--- config.mk ---
export PLATFORM = sky130hd
export DESIGN_NAME = param_cmd_parser
export DESIGN_NICKNAME = d
export VERILOG_FILES = /design/src/rtl/param_cmd_parser.sv
export SDC_FILE = /design/constraint.sdc
export NUM_CORES = 1
export LEC_CHECK = 0
export ABC_AREA = 1
export CAP_MARGIN = 20
export CORE_ASPECT_RATIO = 0.9
export CORE_MARGIN = 2
export CORE_UTILIZATION = 50
export DETAILED_ROUTE_END_ITERATION = 12
export HOLD_SLACK_MARGIN = 0.03
export PLACE_DENSITY = 0.77
export SETUP_SLACK_MARGIN = 0.4
export SLEW_MARGIN = 20
export SYNTH_ARGS = -nofsm -noshare
export SYNTH_HDL_FRONTEND = slang
export SYNTH_SLANG_ARGS = --single-unit
--- constraint.sdc ---
create_clock -name clk -period 3.7 [get_ports clk]
set_input_delay 0.37 -clock clk [delete_from_list [all_inputs] [get_ports clk]]
set_output_delay 0.37 -clock clk [all_outputs]
set_load 0.01 [all_outputs]
--- src/rtl/param_cmd_parser.sv ---
// -----------------------------------------------------------------------------
// param_cmd_parser
// Parses 7-byte parameter-write frames from a byte stream:
//   0xA5, ADDR, D3, D2, D1, D0, CHK   (CHK = ADDR^D3^D2^D1^D0, data MSB first)
// A frame with a good checksum and ADDR[7:3]==0 produces a one-cycle wr_en
// with param_addr/param_data. A frame with a bad checksum, a bad address or an
// inter-byte stall longer than TIMEOUT_CYCLES produces a one-cycle err with
// err_code (1 checksum, 2 bad address, 3 timeout).
//
// Ports
//   clk        : clock, rising edge
//   rst        : asynchronous active-high reset
//   rx_data    : incoming byte
//   rx_valid   : rx_data valid
//   rx_ready   : parser can take a byte (low only during the write cycle)
//   param_addr : slot index of the last write (held)
//   param_data : value of the last write (held)
//   wr_en      : one-cycle write strobe
//   err        : one-cycle error strobe
//   err_code   : cause of the most recent error (held)
//   ok_count   : frames written (wraps)
//   err_count  : errored frames (wraps)
// -----------------------------------------------------------------------------
module param_cmd_parser #(
  parameter int TIMEOUT_CYCLES = 1000
) (
  input  logic        clk,
  input  logic        rst,
  input  logic [7:0]  rx_data,
  input  logic        rx_valid,
  output logic        rx_ready,
  output logic [2:0]  param_addr,
  output logic [31:0] param_data,
  output logic        wr_en,
  output logic        err,
  output logic [1:0]  err_code,
  output logic [15:0] ok_count,
  output logic [15:0] err_count
);

  // The idle counter only ever needs to hold 0..TIMEOUT_CYCLES-1: the
  // expiring cycle is detected from the last value rather than stored.
  localparam int TW = (TIMEOUT_CYCLES < 2) ? 1 : $clog2(TIMEOUT_CYCLES);
  localparam logic [TW-1:0] TMO_LAST = TW'(TIMEOUT_CYCLES - 1);

  localparam logic [2:0] S_IDLE  = 3'd0;
  localparam logic [2:0] S_ADDR  = 3'd1;
  localparam logic [2:0] S_DATA  = 3'd2;
  localparam logic [2:0] S_CHK   = 3'd3;
  localparam logic [2:0] S_WRITE = 3'd4;

  localparam logic [7:0] SYNC_BYTE = 8'hA5;

  logic [2:0]    r_state;
  logic [TW-1:0] r_tmo;
  logic [1:0]    r_cnt;
  logic [7:0]    r_addr;
  logic [31:0]   r_shift;
  logic [7:0]    r_chk;
  logic          r_wr;
  logic          r_err;
  logic [1:0]    r_code;
  logic [2:0]    r_paddr;
  logic [31:0]   r_pdata;
  logic [15:0]   r_ok;
  logic [15:0]   r_errc;

  logic w_ready;
  logic w_accept;
  logic w_in_frame;
  logic w_expire;

  assign w_ready    = (r_state != S_WRITE);
  assign w_accept   = rx_valid && w_ready;
  assign w_in_frame = (r_state == S_ADDR) || (r_state == S_DATA) || (r_state == S_CHK);
  // An accepted byte in the expiring cycle wins over the timeout.
  assign w_expire   = w_in_frame && !w_accept && (r_tmo == TMO_LAST);

  always_ff @(posedge clk or posedge rst) begin
    if (rst) begin
      r_state <= S_IDLE;
      r_tmo   <= '0;
      r_cnt   <= '0;
      r_addr  <= '0;
      r_shift <= '0;
      r_chk   <= '0;
      r_wr    <= 1'b0;
      r_err   <= 1'b0;
      r_code  <= '0;
      r_paddr <= '0;
      r_pdata <= '0;
      r_ok    <= '0;
      r_errc  <= '0;
    end else begin
      r_wr  <= 1'b0;
      r_err <= 1'b0;

      if (w_accept || !w_in_frame || w_expire) begin
        r_tmo <= '0;
      end else begin
        r_tmo <= r_tmo + 1'b1;
      end

      case (r_state)
        S_IDLE: begin
          if (w_accept && (rx_data == SYNC_BYTE)) begin
            r_state <= S_ADDR;
            r_cnt   <= '0;
          end
        end
        S_ADDR: begin
          if (w_accept) begin
            r_addr  <= rx_data;
            r_chk   <= rx_data;
            r_state <= S_DATA;
          end
        end
        S_DATA: begin
          if (w_accept) begin
            r_shift <= {r_shift[23:0], rx_data};
            r_chk   <= r_chk ^ rx_data;
            r_cnt   <= r_cnt + 2'd1;
            if (r_cnt == 2'd3) begin
              r_state <= S_CHK;
            end
          end
        end
        S_CHK: begin
          if (w_accept) begin
            // Checksum failure is reported ahead of a bad address.
            if (rx_data != r_chk) begin
              r_err   <= 1'b1;
              r_code  <= 2'd1;
              r_errc  <= r_errc + 16'd1;
              r_state <= S_IDLE;
            end else if (r_addr[7:3] != 5'd0) begin
              r_err   <= 1'b1;
              r_code  <= 2'd2;
              r_errc  <= r_errc + 16'd1;
              r_state <= S_IDLE;
            end else begin
              r_wr    <= 1'b1;
              r_paddr <= r_addr[2:0];
              r_pdata <= r_shift;
              r_ok    <= r_ok + 16'd1;
              r_state <= S_WRITE;
            end
          end
        end
        S_WRITE: begin
          r_state <= S_IDLE;
        end
        default: begin
          r_state <= S_IDLE;
        end
      endcase

      // Expiry only fires with no byte accepted, so it never collides with
      // the accept branches above.
      if (w_expire) begin
        r_err   <= 1'b1;
        r_code  <= 2'd3;
        r_errc  <= r_errc + 16'd1;
        r_state <= S_IDLE;
      end
    end
  end

  assign rx_ready   = w_ready;
  assign param_addr = r_paddr;
  assign param_data = r_pdata;
  assign wr_en      = r_wr;
  assign err        = r_err;
  assign err_code   = r_code;
  assign ok_count   = r_ok;
  assign err_count  = r_errc;

endmodule
== Yosys cells after proc, flatten, opt, wreduce, memory -nomap -nowiden ==
Cells that the tools add are included.

* Bits of input ports: 11
* Flip-flop bits (word level): 134
* Output and inout bits: 72
* Word-level logic and storage cells: 95

* Bitwise operators: 3
* Add/sub/neg operators: 4
* Eq/ne operators: 16
* Mux-type cells: 35
* Reduce and logical (&&, ||, !) cells: 24

{| class="wikitable"
|+ Operators with widths
! kind !! number
|-
| 16-bit 2-to-1 mux || 5
|-
| 16-bit by 1-bit adder with 16-bit output (second input constant) || 2
|-
| 3-bit 2-to-1 mux || 8
|-
| 8-bit 2-to-1 mux || 2
|-
| 8-bit one-hot mux with 2 select lines || 1
|-
| 3-bit inequality test (second input constant) || 5
|-
| 2-bit 2-to-1 mux || 7
|-
| 3-bit one-hot mux with 4 select lines || 1
|-
| 10-bit by 1-bit adder with 10-bit output (second input constant) || 1
|-
| 10-bit == test (second input constant) || 1
|-
| 10-bit 2-to-1 mux || 1
|-
| 1-bit 2-to-1 mux || 9
|-
| 3-bit AND reduction || 3
|-
| 8-bit == test (second input constant) || 1
|-
| 8-bit inequality test || 1
|-
| 2-bit nonzero test || 4
|-
| 8-bit XOR || 1
|-
| 3-bit by 2-bit == test with 1-bit output (second input constant) || 2
|-
| 2-bit inequality test (second input constant) || 3
|-
| 5-bit AND reduction || 1
|-
| 5-bit nonzero test || 1
|-
| 1-bit logical AND || 4
|-
| 1-bit logical OR || 4
|-
| 2-bit one-hot mux with 2 select lines || 1
|-
| other kinds (10) || 13
|}

== Depth between registers and ports, before layout ==
Gate-level depths: netlist of run 1.

* Depth after elaboration: 7
* Mapped depth: 10
* Gate-level depth less buffers: 9

== Worst setup path after synthesis of run 1 ==
Ideal clock, no wire load.

* Path type: register to register
* Start point: register r_ok[0], in the netlist ok_count[0]
* End point: register r_ok[14], in the netlist ok_count[14]
* Path buffers: 0
* Slack: 2225 ps
* Data required time: 3584 ps
* Cell stages (with the launch flop): 8
* Setup time: 116 ps
* Clock period less this slack: 1475 ps
* Arrival time: 1359 ps
* Cells stage by stage: dfrtp_1 -> ha_1 -> inv_1 -> nor3_1 -> nand3_1 -> xor2_1 -> nand2_1 -> nand2_1

* Cells in the longest elaborated chain, start to end: 1

{| class="wikitable"
|+ Ends and longest elaborated chain
! item !! RTL line !! text
|-
| from (decl) || 65 || <nowiki>logic [15:0] r_ok;</nowiki>
|-
| from (signal assigned) || 145 || <nowiki>r_ok <= r_ok + 16'd1;</nowiki>
|-
| 16-bit by 1-bit adder with 16-bit output || 145 ||
|}

Every way passes these cells.
A chain may end at the register's enable or synchronous reset.

== Worst setup path in the final report of run 1 ==
* Start point: input rx_data[5]
* End point: register r_pdata[10], in the netlist param_data[10]

* Cells in the longest elaborated chain, start to end: 3

{| class="wikitable"
|+ Ends and longest elaborated chain
! item !! RTL line !! text
|-
| from (decl) || 29 || <nowiki>input logic [7:0] rx_data,</nowiki>
|-
| 8-bit inequality test || 131 || <nowiki>if (rx_data != r_chk) begin</nowiki>
|-
| 1-bit inverter (no source line) || -- ||
|-
| 4-bit AND reduction (no source line) || -- ||
|-
| to (signal assigned) || 144 || <nowiki>r_pdata <= r_shift;</nowiki>
|-
| to (decl) || 64 || <nowiki>logic [31:0] r_pdata;</nowiki>
|}

Every way passes these cells.

==> results of run 1 <==
## state kept, by name, summed over array words and instances (netlist names)
register    count
r_shift        32
wr_en           1
err             1
param_addr      3
r_state         3
r_tmo          10
r_chk           8
ok_count       16
r_addr          8
param_data     32
r_cnt           2
err_code        2
err_count      16
## worst max-delay path: stages
cell,delay [ns]
clkdlybuf4s50_1,0.61
nand2_1,0.09
nand2_1,0.10
nand2_1,0.09
nor2_4,0.17
nand4_4,0.41
inv_2,0.62
nand2_1,0.13
nand2_1,0.08
## layout by cell type (no fill, tap or decap), types with 2 or more instances in the layout
| cell type | netlist | layout |
|---|---|---|
| o21ai_1 | 19 | 19 |
| nor3_1 | 11 | 11 |
| clkbuf_8 | 0 | 2 |
| and3_1 | 2 | 2 |
| o21ai_0 | 50 | 50 |
| inv_1 | 60 | 59 |
| nand4_1 | 4 | 4 |
| clkinv_2 | 0 | 2 |
| xnor2_1 | 15 | 15 |
| clkbuf_16 | 0 | 17 |
| clkinvlp_4 | 0 | 4 |
| a21oi_1 | 5 | 5 |
| inv_2 | 3 | 3 |
| nand2_1 | 275 | 275 |
| xor2_1 | 10 | 10 |
| bufinv_16 | 0 | 3 |
| nor2_1 | 42 | 42 |
| buf_4 | 5 | 2 |
| nand2_2 | 2 | 2 |
| nand3_1 | 65 | 65 |
| dfrtp_1 | 134 | 134 |
| clkinv_4 | 0 | 2 |
| nor2_4 | 2 | 2 |
| o211ai_1 | 8 | 8 |
| clkdlybuf4s50_1 | 0 | 82 |
| ha_1 | 4 | 4 |
## per-layer routing
layer / wire, um / up-vias / GRT usage
met2: 6660 / 125 / 0.363
met3: 633 / 22 / 0.0601
met4: 181 / 0 / 0.0731
li1: - / 2534 / -
met5: 0 / - / 0
met1: 6450 / 2501 / 0.305
## cells in the mapped netlist (all sizes together)
master,count
o211ai,8
clkbuf,15
nor3b,1
nor2,45
dfrtp,134
xnor2,15
ha,4
nand4,6
o22ai,1
o21ai,69
buf,10
inv,63
and2,1
and3,2
nand2,277
xor2,10
clkinv,1
a21oi,5
nor3,11
nand3,66
o21a,1
## final timing paths
kind	to	slack (ns)
setup / recovery	param_data[10]	1.36
hold / removal	param_data[27]	0.47
setup reg to reg	param_data[10]	1.44
hold reg to reg	param_data[27]	0.47
max in group asynchronous	ok_count[15]	2.69
min in group asynchronous	r_shift[27]	0.52
## cells by family after synthesis
kind of cell / Yosys count / share of synthesized area
buffers and inverters: 89 / 0.0586
adder cells (fa/ha/maj): 4 / 0.00816
flip-flops: 134 / 0.547
XOR/XNOR: 25 / 0.0357
AO/OA/AOI/OAI: 84 / 0.0724
AND/OR/NAND/NOR: 409 / 0.278
## power by group through the flow
stage	Combinational [mW]	Clock, mW	Sequential [mW]
final	0.838	1.72	1.95
after global routing	0.974	1.81	1.98
after CTS	0.846	1.74	1.94
after detailed placement	0.834	0	1.96
after global placement	0.790	0	1.95
after floorplan	0.606	0	1.93
## final cells by class
cell class	instances	share of cell area
Tap cell	160	0.0261
Multi-Input combinational cell	522	0.315
Sequential cell	134	0.437
Inverter	64	0.0318
Timing Repair Buffer	85	0.111
Clock inverter	11	0.0194
Clock buffer	20	0.0595
==> results.yml, run 1 <==
cts:
  cts_made_buffers: 17
  worst_skew_pair.late_latency_ns: 0.42
  postCtsResizedCells: 0
  clock-sinks: 134
  h-tree-depth: 4
  cts-root-buf: "clkbuf_16"
  clkTransAtPathRegs_ns: 0.06
  tritoncts: "yes"
  cts_setup_buffers: 0
  postCtsHoldBufs: 0
  clock_path_buffers: 2
timing:
  rsz0062_at_grt: "no"
  period_needed_ns: 2.34
  fmax_mhz: 427
  worst_hold_slack_ns: 0.475
  tightest_slew_ns: 0.932
  clock_skew_ns: 0.00816
  relSlewSlack: 0.378
  finalHoldViolCount: 0
  setup_ws_ns: 1.36
  setup-tns-final_ns: 0
  setup_viol: 0
  finalMaxSlewViolations: 0
  period_share: 0.633
floorplan:
  io_pins: 83
  die-area_um2: 13200
  die_h_um: 109
  start_util: 0.510
  rows: 38
  fp.dieW_um: 121
  coreArea_um2: 12000
outcome:
  outcome: "completed"
synthesis:
  synthTopCellsByArea: "dfrtp_1 (55%), nand2_1 (17%), nand3_1 (5.3%), o21ai_0 (4.1%), inv_1 (3.7%)"
  synth-warning-count: 0
  synth_area_per_cell_um2: 8.23
  synthCells: 745
  yosys_register_bits: 134
  synth.distinct_cells: 30
  synth_nets: 760
  synth-seq-area-share: 0.547
  synth_top_cell_area_share: 0.547
  synth.largest_area_cell: "dfrtp_1"
  netlist_area_um2: 6130
final_layout:
  ff_latch_area_um2: 3350
  instances_no_fill: 996
  nFillCells: 1014
  antenna_cells_inserted: 0
  drive_gt1_frac: 0.0538
  nets: 839
  design_area_um2: 7680
  multi_input_area_um2: 2420
  finish.utilization: 0.638
  area_growth_pct: 25.2
setup_path:
  critPathKind: "in2reg"
  critPathRequiredTime_ns: 4.05
  r2r-start: "r_state[2]"
  worst_r2r_path_depth: 7
  worstPathMaxFanout: 33
  setup.worst_path.end_class: "register"
  cp-startpoint: "rx_data[5]"
  start_kind: "input port"
  arrival_ns: 2.70
global_routing:
  grt_pass1_vias: 4935
  grt_overflow_total: 0
  grt_max_degree: 135
  grtUsageTotal: 0.227
  antenna_found_initial: 0
  grt_pass1_wl_um: 23600
power:
  irDropWorstVdd_uv: 417
  p_switching_mw: 1.37
  pwr-share-comb: 0.186
  power_frac_clock: 0.381
  internal-power_mw: 3.14
  power.leakage_nw: 3.65
  switching_share: 0.303
  total_power_mw: 4.50
  p_seq_frac: 0.433
  power_per_cell_area_nw_per_um2: 586
routing:
  drtAntennaViolNets: 0
  drcViolationCount: 0
  num_vias: 5182
  dr.pass1.iters: 5
  avgRoutedWirePerCell_um: 14.0
  wirelength_um: 13900
  drt-initial-drc-count: 437
  vias_per_cell: 5.20
run:
  max_cap_viol_count: 0
place:
  io_buffers: 82
  place_inst: 965
  gp_routability_congestion: 0.892
  pre_cts_slack_ns: 0.948
  placed_cell_area_um2: 7070
  post-dp-hpwl_um: 9190
min_path:
  hold_path_class: "reg2reg"
  min_path_cells: 2
  hp-start: "r_shift[27]"
Power figures use the tool's default switching activity.
==> inputs of run 2 (changes only) <==
--- a/config.mk
+++ b/config.mk
@@ -12,7 +12,7 @@
 export CORE_UTILIZATION = 50
 export DETAILED_ROUTE_END_ITERATION = 12
 export HOLD_SLACK_MARGIN = 0.03
-export PLACE_DENSITY = 0.77
+export PLACE_DENSITY = 0.74
 export SETUP_SLACK_MARGIN = 0.4
 export SLEW_MARGIN = 20
 export SYNTH_ARGS = -nofsm -noshare
==> constraint.sdc (replaced) <==
create_clock -name clk -period 2.3 [get_ports clk]
set_input_delay 0.23 -clock clk [delete_from_list [all_inputs] [get_ports clk]]
set_output_delay 0.23 -clock clk [all_outputs]
set_load 0.01 [all_outputs]
==> results.yml, run 2 (synthesized netlist as in run 1, its figures left out) <==
timing:
  period_needed_ns: 1.82
  rsz0062_at_grt: "yes"
  relSlewSlack: 0.544
  setup_viol: 0
  period_share: 0.790
  setup-tns-final_ns: 0
  finalMaxSlewViolations: 0
  tightest_slew_ns: 0.684
  finalHoldViolCount: 0
  fmax_mhz: 550
  clock_skew_ns: 0.00665
setup_path:
  worst_r2r_path_depth: 7
  r2r-start: "r_tmo[0]"
  cpPeakStageDelay_ns: 0.49
  path_buf_inv: 1
  worstPathMaxFanout: 5
  critPathRequiredTime_ns: 2.07
  reg2reg_slack_ns: 0.56
  crit_path_top_delay_cell: "clkdlybuf4s50_1"
  critPathTopFamily: "buffers and inverters"
  start_kind: "register"
  rr_endpoint: "err_count[0]"
  path_cells: "nor2_4 > nand2_1 > clkdlybuf4s50_1"
  arrival_ns: 1.59
  critPathKind: "reg2out"
  setup.worst_path.end_class: "output port"
power:
  power.leakage_nw: 3.67
  irDropWorstVdd_uv: 753
  power_per_cell_area_nw_per_um2: 930
routing:
  drcViolationCount: 0
  vias_per_cell: 5.15
  dr.pass1.iters: 6
  drtAntennaViolNets: 0
  drt-initial-drc-count: 479
  num_vias: 5164
  avgRoutedWirePerCell_um: 14.1
  wirelength_um: 14200
cts:
  tritoncts: "yes"
  h-tree-depth: 4
  clkTransAtPathRegs_ns: 0.06
  cts-root-buf: "clkbuf_16"
  worst_skew_pair.late_latency_ns: 0.42
  clock_path_buffers: 2
  cts_made_buffers: 17
  clock-sinks: 134
global_routing:
  grt_pass1_vias: 4840
  antenna_found_initial: 0
  grtUsageTotal: 0.227
  grt_overflow_total: 0
  grt_pass1_wl_um: 23500
  grt_max_degree: 135
floorplan:
  die-area_um2: 13200
  rows: 38
  fp.dieW_um: 121
  coreArea_um2: 12000
  io_pins: 83
  die_h_um: 109
  start_util: 0.510
final_layout:
  nFillCells: 1010
  layout_commonest_cell: "nand2_1"
  finish.utilization: 0.645
  antenna_cells_inserted: 0
  area_growth_pct: 26.6
  final_cell_mix: "nand2_1 (275), dfrtp_1 (132), clkdlybuf4s50_1 (82), nand3_1 (65), inv_1 (58)"
  nets: 845
  drive_gt1_frac: 0.0676
run:
  max_cap_viol_count: 0
min_path:
  hold_path_class: "in2async"
place:
  gp_routability_congestion: 0.838
  io_buffers: 82
  post-dp-hpwl_um: 9310
outcome:
  outcome: "completed"
[run 2: cell types whose count changed in the layout (fill, tap and decap cells not counted), sizes merged]
| cell | change |
|---|---|
| inv | +1 |
| clkbuf | -2 |
| buf | +5 |
| clkinv | +1 |
| clkinvlp | +3 |
| bufinv | -1 |
[run 2: routing by layer]
metal,GRT usage,share of wire,vias up
li1,-,-,2539
met4,0.0556,0.0085,0
met3,0.0649,0.040,8
met5,0,0,-
met2,0.354,0.48,117
met1,0.317,0.47,2500
[run 2: cell type report]
| type | count | area (um2) | share of cell area |
|---|---|---|---|
| multi-input cells | 522 | 2440 | 0.315 |
| well taps | 160 | 200 | 0.0258 |
| flip-flops and latches | 134 | 3360 | 0.432 |
| repair inverters | 1 | 7.51 | 0.000967 |
| clock buffers | 18 | 439 | 0.0566 |
| clock inverters | 14 | 151 | 0.0195 |
| inverters | 64 | 248 | 0.0319 |
| repair buffers | 90 | 918 | 0.118 |
[run 2: per-stage QoR]
step	instance area, um2	worst slack, ns	power (mW)	std cells	hold slack (ns)
final	7760	0.482	7.22	1003	0.379
after global routing	7760	0.387	7.65	1003	0.416
after CTS	7700	0.415	7.21	1000	0.408
after detailed placement	7110	0.0810	4.49	968	0.457
after global placement	7110	0.189	4.41	968	0.443
after floorplan	6140	0.405	4.07	745	0.351
[run 2: how the worst max path moves through the flow]
stage	start	endpoint	slack, ns	depth (start not counted)
after CTS	r_tmo[0]	err_count[0]	0.41	7
after floorplan	rst	err	0.40	1
after global routing	r_state[2]	r_shift[6]	0.39	6
after global placement	rx_data[7]	err_count[14]	0.19	9
after detailed placement	rx_data[7]	err_count[0]	0.08	9
final	r_state[0]	rx_ready	0.48	3
[run 2: timing repair]
| item | CTS | global route |
|---|---|---|
| hold buffers | 0 | 0 |
| buffers inserted | 0 | 2 |
| setup endpoints to repair | 1 | 37 |
| gates resized for setup | 1 | 7 |
| cloned | 0 | 1 |
[run 2: worst reg2reg max path: cells and delay by family (launching register included)]
| family | cells | cell delay, ns |
|---|---|---|
| adders and majority gates | 1 | 0.21 |
| DFF | 1 | 0.38 |
| and+or+nand+nor | 6 | 1.08 |
[run 2: report_power, final]
part	internal, mW	leakage, nW	switching (mW)
Combinational	0.480	1.60	0.909
Sequential	2.84	1.79	0.306
Clock	1.63	0.281	1.05
Total	4.95	3.67	2.27
